$ cat config.mk
export PLATFORM = sky130hd
export DESIGN_NAME = fifo_frame_writer
export DESIGN_NICKNAME = d
export VERILOG_FILES = /design/src/rtl/fifo_frame_writer.sv
export SDC_FILE = /design/constraint.sdc
export NUM_CORES = 1
export LEC_CHECK = 0
export CORE_ASPECT_RATIO = 1.1
export CORE_MARGIN = 5
export CORE_UTILIZATION = 25
export CTS_CLUSTER_SIZE = 14
export DETAILED_ROUTE_END_ITERATION = 8
export PLACE_DENSITY = 0.57
export SKIP_LAST_GASP = 1
export SLEW_MARGIN = 20
export SYNTH_ARGS = -nofsm -noshare
export SYNTH_HDL_FRONTEND = slang
export SYNTH_SLANG_ARGS = --single-unit
$ cat constraint.sdc
create_clock -name clk_a -period 5.3 [get_ports clk_a]
set_input_delay 0.53 -clock clk_a [delete_from_list [all_inputs] [get_ports clk_a]]
set_output_delay 0.53 -clock clk_a [all_outputs]
set_load 0.02 [all_outputs]
$ cat src/rtl/fifo_frame_writer.sv
// Write-domain frame producer: pushes {SOF_TAG,len} header, payload words and an
// XOR checksum trailer into a FIFO write port while honouring the FIFO full flag.
module fifo_frame_writer #(
    parameter int                            FIFO_WIDTH = 16,
    parameter int                            LEN_W      = 8,
    parameter logic [FIFO_WIDTH-LEN_W-1:0]   SOF_TAG    = 8'hA5,
    parameter int                            CNT_W      = 16
) (
    input  logic                  clk_a,
    input  logic                  rst,
    input  logic                  start,
    input  logic [LEN_W-1:0]      len,
    input  logic [FIFO_WIDTH-1:0] s_data,
    input  logic                  s_valid,
    output logic                  s_ready,
    input  logic                  full,
    output logic                  wen_a,
    output logic [FIFO_WIDTH-1:0] din_a,
    output logic                  busy,
    output logic                  done,
    output logic [CNT_W-1:0]      frame_cnt
);

    typedef enum logic [1:0] {IDLE, HDR, PAY, TRL} state_t;

    state_t                state, state_next;
    logic [LEN_W-1:0]      len_q;
    logic [LEN_W-1:0]      remaining;
    logic [FIFO_WIDTH-1:0] csum;
    logic                  xfer;
    logic                  trl_write;

    assign xfer      = (state == PAY) && s_valid && !full;
    assign trl_write = (state == TRL) && !full;
    assign busy      = (state != IDLE);

    always_comb begin
        state_next = state;
        wen_a      = 1'b0;
        s_ready    = 1'b0;
        din_a      = '0;
        case (state)
            IDLE: begin
                if (start) state_next = HDR;
            end
            HDR: begin
                din_a = {SOF_TAG, len_q};
                wen_a = !full;
                if (!full) state_next = (len_q == '0) ? TRL : PAY;
            end
            PAY: begin
                din_a   = s_data;
                s_ready = !full;
                wen_a   = xfer;
                if (xfer && remaining == LEN_W'(1)) state_next = TRL;
            end
            TRL: begin
                din_a = csum;
                wen_a = !full;
                if (!full) state_next = IDLE;
            end
            default: state_next = IDLE;
        endcase
    end

    always_ff @(posedge clk_a) begin
        if (rst) begin
            state     <= IDLE;
            len_q     <= '0;
            remaining <= '0;
            csum      <= '0;
            frame_cnt <= '0;
            done      <= 1'b0;
        end else begin
            state <= state_next;
            done  <= trl_write;
            if (state == IDLE && start) begin
                len_q     <= len;
                remaining <= len;
                csum      <= '0;
            end
            // remaining only decrements on a real transfer and PAY exits at 1, so it cannot wrap
            if (xfer) begin
                csum      <= csum ^ s_data;
                remaining <= remaining - LEN_W'(1);
            end
            if (trl_write) frame_cnt <= frame_cnt + CNT_W'(1);
        end
    end

endmodule

==> summary.md <==
| Metric | Value |
|---|---|
| Outcome | `finished clean` |
| Clock latency on the worst-skew pair | `290 ps` |
| Slew @ Worst Pin | `960 ps` |
| Netlist cell types | `49` |
| Post-cts repair resize count | `0` |
| Via-to-Cell Ratio | `4.75` |
| Worst Clk Skew | `5.57 ps` |
| Synthesized area | `0.00262 sq mm` |
| Flop pwr share | `0.337` |
| Antenna violations before repair | `0` |
| Total routed wirelength | `7.39 mm` |
| Die X | `108 microns` |
| Iter 0 DRT Violations | `167` |
| Clock Path Buffers | `2` |
| # setup viols final | `0` |
| Antenna Cells | `0` |
| Logic pwr share | `0.392` |
| Finished Core Util | `0.341` |
| Post-route antenna net violation count | `0` |
| CP Max Fanout | `19` |
| Period utilization | `0.632` |
| Ys Warns | `0` |
| Commonest non-fill, non-tap cells in the layout | `clkdlybuf4s50_1 (64), dfxtp_1 (51), nor2_1 (50), nand2_1 (47), xor2_1 (24)` |
| Die H | `117 microns` |
| Worst-path clk slew | `70 ps` |
| EDFF count, synth | `0` |
| Initial core utilization | `0.253` |
| Clk network pwr share | `0.271` |
| Internal power | `874 uW` |
| DIE AREA | `0.0126 sq mm` |
| Number of detailed-route iterations in the first pass | `7` |
| Hold slack final | `495 ps` |
| Cts bufs inserted | `5` |
| Primary FF master, synth | `dfxtp_1` |
| Average wire per cell in the routed design | `14.3 microns` |
| Pwr/cell area | `394 mW/mm^2` |
| Post-DP HPWL | `5.40 mm` |
| Max Cap Viol | `0` |
| Number of global-route vias before repair | `2,455` |
| GR Overflow Total | `0` |
| Root buffer cell | `clkbuf_16` |
| H-tree depth | `2` |
| Max-slew violations | `0` |
| Maximum vdd drop | `0.174 mV` |
| Clock sink count | `51` |
| Placement Rows | `39` |
| Worst-case reg-to-reg path depth | `4` |
| Fin nets | `409` |
| Final instance area | `0.00353 sq mm` |
| Synthesis-to-finish area growth | `34.7%` |
| Sw Share | `0.371` |
| Crit path required time | `4770 ps` |
| Fmax | `299 MHz` |
| Final hold violation count | `0` |
| Tmin final | `3350 ps` |
| Layout cells sized above 1 | `0.0536` |
| Crit path launch type | `register` |
| GRT Util Overall | `0.118` |
| Worst setup EP type | `output pin` |
| Avg Cell Area, Syn | `8.19 sq um` |
| Synthesized flop and latch total | `51` |
| Rel. slew slack | `0.360` |
| # DRC | `0` |
| Routability Congestion | `0.799` |
| Leakage Power | `1.21 nW` |
| CTS tree | `built` |
| Largest net degree at the start of global routing | `36` |
| Sequential area share after synthesis | `0.390` |
| Sw Pwr | `516 uW` |
| Net Count, Synth | `357` |
| Hold buffer count at CTS | `0` |
| Cell Area, Placed | `0.00335 sq mm` |
| IO Pins | `65` |
| Cells on Worst Hold Path | `1` |
| Vias post-DR | `2,452` |
| Asr flop ratio synth | `0` |
| Post-route setup TNS | `0 ps` |
| First-pass GRT wire length | `12.3 mm` |
| Critical Setup Path Class | `reg -> out` |
| Commonest non-fill, non-tap cell in the layout | `clkdlybuf4s50_1` |
| Hold Crit Class | `reg -> reg` |
| Unrepaired setup endpoints after global routing | `no` |
| Postcts setup bufs | `0` |
| Mapped Cells | `320` |
| Critical path arrival | `2820 ps` |
| Core region area | `0.0103 sq mm` |
| Buffers on Ports | `64` |
worst max-delay path: stages (launching register included):
cell             delay [ps]
dfxtp_1                 510
ha_1                    700
nand3b_1                440
a21oi_1                 250
clkdlybuf4s50_1         630
final cells by class:
type                    count  area, sq um
clock buffers               6          139
clock inverters             2         35.0
fillers                  1115         6820
inverters                   9         33.8
multi-input cells         240         1470
flip-flops and latches     51         1020
well taps                 143          179
repair buffers             65          648
cells by family (layout without fill, tap and decap cells):
logic type	after synthesis	in the layout	share of synthesized area
simple gates	139	139	0.259
compound gates	64	64	0.165
flops	51	51	0.390
buf+inv	29	82	0.0482
xor+xnor	26	26	0.0869
fa+ha+maj	8	8	0.0382
mux	3	3	0.0124
stage by stage:
step	power [mW]	worst slack [ps]	instances
floorplan	0.822	3260	320
global placement	1.02	2320	508
detailed placement	1.02	2280	508
CTS	1.41	1960	516
global route	1.48	1720	516
finish	1.39	1950	516
metal layers:
layer	GRT usage	vias up	routed length, microns
met2	0.185	86	3430
li1	-	1218	-
met4	0.0237	0	0
met1	0.161	1148	3490
met5	0	-	0
met3	0.0335	0	466
power groups by stage:
stage / clock network (mW) / logic (mW) / registers, mW
floorplan: 0 / 0.362 / 0.460
global placement: 0 / 0.543 / 0.473
detailed placement: 0 / 0.547 / 0.475
CTS: 0.389 / 0.549 / 0.467
global route: 0.404 / 0.604 / 0.473
finish: 0.377 / 0.545 / 0.468
registers in the layout, summed over array words and instances, names as in the netlist:
| signal | cells |
|---|---|
| frame_cnt | 16 |
| done | 1 |
| state | 2 |
| csum | 16 |
| len_q | 8 |
| remaining | 8 |
Yosys cell counts, types with 2 or more instances:
master / n / area (sq um)
a211oi_1: 2 / 15.0
a21oi_1: 21 / 105
a222oi_1: 8 / 80.1
a22oi_1: 9 / 67.6
a31oi_1: 4 / 25.0
and2_1: 2 / 12.5
and3_1: 2 / 12.5
buf_1: 3 / 11.3
buf_2: 8 / 40.0
buf_4: 2 / 15.0
clkbuf_1: 7 / 26.3
dfxtp_1: 51 / 1020
ha_1: 8 / 100
inv_1: 9 / 33.8
mux2_2: 2 / 22.5
nand2_1: 47 / 176
nand3_1: 4 / 20.0
nand3_4: 2 / 35.0
nand4_1: 7 / 43.8
nor2_1: 50 / 188
nor2b_1: 4 / 25.0
nor3_1: 2 / 10.0
nor4_1: 5 / 31.3
o21ai_0: 10 / 50.1
o31ai_1: 2 / 15.0
or4_1: 2 / 15.0
xnor2_1: 2 / 17.5
xor2_1: 24 / 210
path summary, 6_finish.rpt:
check / from / endpoint / slack [ps]
worst max-delay path: state[1] / wen_a / 1950
worst min-delay path: remaining[4] / remaining[4] / 490
worst max register to register: state[1] / state[0] / 2330
worst min register to register: remaining[4] / remaining[4] / 490
Note: power is estimated with default switching activity, not from simulation.
